`src/rtl/reg_pipe_amisha.sv`:
```
// Parameterised register pipeline with per-stage valid flags, stall, synchronous flush
// and a registered occupancy count. Bubbles load RESET_VAL so stale input data never enters.
module reg_pipe_amisha #(
  parameter int unsigned        WIDTH     = 8,
  parameter int unsigned        DEPTH     = 3,
  parameter logic [WIDTH-1:0]   RESET_VAL = '0
) (
  input  logic                         clk_amisha,
  input  logic                         reset_n_amisha,
  input  logic                         clear_amisha,
  input  logic                         en_amisha,
  input  logic                         in_valid_amisha,
  input  logic [WIDTH-1:0]             d_amisha,
  output logic [WIDTH-1:0]             q_amisha,
  output logic                         out_valid_amisha,
  output logic [$clog2(DEPTH+1)-1:0]   count_amisha
);

  localparam int CntW = $clog2(DEPTH + 1);

  logic [DEPTH-1:0][WIDTH-1:0] data_q, data_d;
  logic [DEPTH-1:0]            valid_q, valid_d;
  logic [CntW-1:0]             count_q, count_d;

  always_comb begin
    data_d  = data_q;
    valid_d = valid_q;
    count_d = count_q;
    if (clear_amisha) begin
      data_d  = {DEPTH{RESET_VAL}};
      valid_d = '0;
      count_d = '0;
    end else if (en_amisha) begin
      for (int i = int'(DEPTH) - 1; i > 0; i--) begin
        data_d[i]  = data_q[i-1];
        valid_d[i] = valid_q[i-1];
      end
      // Mux on in_valid keeps don't-care input data out of the pipe.
      data_d[0]  = in_valid_amisha ? d_amisha : RESET_VAL;
      valid_d[0] = in_valid_amisha;
      // Count always equals the number of set valid flags, so it cannot wrap.
      count_d    = count_q + CntW'(in_valid_amisha) - CntW'(valid_q[DEPTH-1]);
    end
  end

  always_ff @(posedge clk_amisha or negedge reset_n_amisha) begin
    if (!reset_n_amisha) begin
      data_q  <= {DEPTH{RESET_VAL}};
      valid_q <= '0;
      count_q <= '0;
    end else begin
      data_q  <= data_d;
      valid_q <= valid_d;
      count_q <= count_d;
    end
  end

  assign q_amisha         = data_q[DEPTH-1];
  assign out_valid_amisha = valid_q[DEPTH-1];
  assign count_amisha     = count_q;

endmodule
```
`config.mk`:
```
export PLATFORM = sky130hd
export DESIGN_NAME = reg_pipe_amisha
export DESIGN_NICKNAME = d
export VERILOG_FILES = /design/src/rtl/reg_pipe_amisha.sv
export SDC_FILE = /design/constraint.sdc
export NUM_CORES = 1
export LEC_CHECK = 0
export BUFFER_PORTS_ARGS = -buffer_cell sky130_fd_sc_hd__clkbuf_2
export CAP_MARGIN = 5
export CORE_MARGIN = 1
export CORE_UTILIZATION = 25
export DETAILED_ROUTE_END_ITERATION = 12
export PLACE_DENSITY = 0.44
export REMOVE_ABC_BUFFERS = 1
export SLEW_MARGIN = 20
export SYNTH_ARGS = -nofsm -noshare
export SYNTH_HDL_FRONTEND = slang
export SYNTH_SLANG_ARGS = --single-unit
```
`constraint.sdc`:
```
create_clock -name clk_amisha -period 1.4 [get_ports clk_amisha]
set_input_delay 0.35 -clock clk_amisha [delete_from_list [all_inputs] [get_ports clk_amisha]]
set_output_delay 0.35 -clock clk_amisha [all_outputs]
set_load 0.1 [all_outputs]
```
==> impl_metrics.json <==
{
  "avgRoutedWirePerCell_microns": 12.0,
  "crit_chain": "ha_1 -> inv_1 -> ha_2 -> xor2_2 -> a21oi_1 -> a31o_1",
  "final_util_pct": 34.5,
  "max_freq_mhz": 695,
  "core-area_sq_um": 5200,
  "cts_sinks": 29,
  "slowest_delay_ns": 0.38,
  "numPortBuffers": 23,
  "rows": 26,
  "crit_path_top_delay_cell": "dfrtp_1",
  "period_minus_slack_ns": 1.44,
  "r2r_start": "valid_q[2]",
  "clock-root-buffer": "clkbuf_8",
  "cts.path.max_buffers": 2,
  "yosysMostFrequentCell": "dfrtp_1",
  "maxSlewHeadroom_pct": 74.7,
  "worst_pin_slew_ns": 0.380,
  "reg2reg_depth": 6,
  "p_int_mw": 1.30,
  "cts-buffers-inserted": 5,
  "power.share.clock_pct": 36.5,
  "place_area_sq_um": 1680,
  "ir_drop_mv": 0.603,
  "nets": 155,
  "synthTopCellsByCount": "dfrtp_1 (29), nor2_1 (21), mux2i_1 (20)",
  "p_per_area_nw_per_um2": 987,
  "fillCellCount": 537,
  "p_seq_share_pct": 49.4,
  "drt_iter0_markers": 52,
  "synthTopCellsByArea": "dfrtp_1 (52%), mux2i_1 (14%), buf_4 (6.0%)",
  "area_growth_pct": 29.8,
  "swShare_pct": 26.3,
  "die_y_microns": 76.4,
  "ioPinCount": 24,
  "critPathKind": "reg -> reg",
  "holdPathStages": 3,
  "track_usage_pct": 9.74,
  "seq_area_frac_synth_pct": 52.5,
  "syn-cell-area_sq_um": 1380,
  "synth.avg_cell_area_sq_um": 11.7,
  "dieArea_sq_um": 5830,
  "worstPathRequired_ns": 1.56,
  "die_x_microns": 76.4,
  "fin_crit_sh_pct": 103,
  "yosys.area.top_type": "dfrtp_1",
  "syn_inst": 118,
  "cp-start-kind": "flip-flop",
  "holdPathEnd": "data_q[2]",
  "grt_overflow": 0,
  "end_kind": "flip-flop",
  "h-tree-depth": 2,
  "run_status": "finished with violations",
  "r2r_end": "count_amisha[1]",
  "finalPower_mw": 1.77,
  "violations": "negative setup slack",
  "first_pass_iters": 4,
  "initial_core_util_pct": 26.6,
  "final_cells": 211,
  "grt_first_pass_wirelength_mm": 4.37,
  "hold_start": "d_amisha[2]",
  "holdWs_ns": 0.303,
  "slew_violations": 0,
  "ys.flop_type": "dfrtp_1",
  "synthArstFlopShare_pct": 100,
  "detail-route-antenna-nets": 0,
  "synth_edf_count": 0,
  "antenna_found_initial": 0,
  "grt_max_degree": 39,
  "seq_area_sq_um": 726,
  "vias": 896,
  "setup_ws_ns": -0.0391,
  "yosys.area.top_type_share_pct": 52.5,
  "grt_pass1_vias": 976,
  "via_per_inst": 4.25,
  "dp_hpwl_mm": 1.68,
  "drc": 0,
  "arrival_ns": 1.60,
  "cp_max_fo": 2,
  "maxCapViolCount": 0,
  "setup_viol": 2,
  "synth.distinct_cells": 14,
  "wl_mm": 2.53,
  "hold_viol_final": 0,
  "path_clk_slew_ns": 0.06,
  "n_antenna_cell": 0,
  "place_inst": 201,
  "hp-class": "in -> reg",
  "yosys_warnings": 0,
  "combinationalPowerShare_pct": 14.1,
  "leakage_nw": 0.854,
  "multi_input_area_sq_um": 532,
  "cts_tree": "done",
  "drive_above_1_share_pct": 36.9,
  "fin_skew_ns": 0.00586,
  "ys_ff_latch": 29,
  "power_switching_mw": 0.466,
  "rsz0062_at_grt": "yes",
  "routabilityCongestion": 0.662,
  "final_design_area_no_fill_sq_um": 1790,
  "clock_latency_ns": 0.28,
  "ff2ff_setup_slack_ns": -0.04
}
[cells by family (layout without fill, tap and decap cells)]
logic type / Yosys count / in the layout / share of synthesized area [%]
simple gates: 38 / 38 / 15.6
flops: 29 / 29 / 52.5
mux: 20 / 20 / 14.5
buf+inv: 18 / 41 / 9.77
compound gates: 10 / 10 / 5.25
fa+ha+maj: 2 / 2 / 1.81
xor+xnor: 1 / 1 / 0.634
[power by group through the flow]
stage | clock network, mW | logic, mW | registers, mW
after detailed placement | 0 | 0.242 | 0.889
after CTS | 0.675 | 0.248 | 0.874
after global routing | 0.723 | 0.270 | 0.876
after floorplan | 0 | 0.0586 | 0.934
after global placement | 0 | 0.236 | 0.888
final | 0.647 | 0.249 | 0.874
[worst max-delay path: cells and delay by family (launching register included)]
family	cells	cell delay, ns
fa+ha+maj	2	0.47
flops	1	0.38
compound gates	2	0.26
xor+xnor	1	0.16
buf+inv	1	0.06
[per-layer routing]
layer	vias up	track usage, %	part of all wire, %
met5	-	0	0
met4	0	5.19	1.7
met3	6	3.11	5.0
met2	22	16.7	53
met1	444	10.7	41
li1	424	-	-
[registers in the layout, indices dropped and copies added, names as in the netlist]
register	cells
data_q	16
q_amisha	8
valid_q	3
count_amisha	2
[metrics by stage]
| step | setup slack [ns] | setup TNS [ns] |
|---|---|---|
| 2_1_floorplan | -0.659 | -1.15 |
| 3_3_place_gp | -0.00840 | -0.00840 |
| 3_5_place_dp | -0.0539 | -0.0539 |
| 4_1_cts | -0.0437 | -0.0437 |
| 5_1_grt | -0.116 | -0.167 |
| 6_report | -0.0391 | -0.0476 |
[area by class of cell]
cell class / instances / area share [%]
flip-flops and latches: 29 / 40.4
inverters: 2 / 0.418
clock inverters: 2 / 0.558
well taps: 70 / 4.88
multi-input cells: 71 / 29.6
clock buffers: 6 / 4.04
repair buffers: 31 / 20.0
[worst max-delay path by stage]
| stage | startpoint | to | slack [ns] | cells after the start |
|---|---|---|---|---|
| after floorplan | count_amisha[0] | count_amisha[1] | -0.66 | 7 |
| after global placement | valid_q[2] | count_amisha[1] | -0.008 | 6 |
| after detailed placement | valid_q[2] | count_amisha[1] | -0.05 | 6 |
| after CTS | valid_q[2] | count_amisha[1] | -0.04 | 6 |
| after global routing | valid_q[2] | count_amisha[1] | -0.12 | 6 |
| final | valid_q[2] | count_amisha[1] | -0.04 | 6 |
[layout by cell type, fill, tap and decap left out]
cell type	netlist	final
a21oi_1	4	4
clkbuf_1	0	1
nand2b_1	9	9
buf_12	0	12
dlygate4sd3_1	0	1
ha_1	2	1
inv_1	2	2
buf_4	11	5
nor2_1	21	21
nand3_2	8	8
clkbuf_2	0	12
a31o_1	1	1
clkinv_2	0	2
buf_6	0	1
clkbuf_8	0	5
ha_2	0	1
dfrtp_1	29	29
xor2_2	0	1
a21oi_2	5	5
mux2i_1	20	20
[timing repair]
| action | in CTS | in global routing |
|---|---|---|
| pin swaps | 2 | 0 |
| gates resized for setup | 2 | 1 |
| buffers inserted | 0 | 1 |
| hold buffers | 1 | 0 |
| setup endpoints to repair | 1 | 1 |
| endpoints found under the hold margin | 14 | 0 |
(Power assumes the default switching activity.)
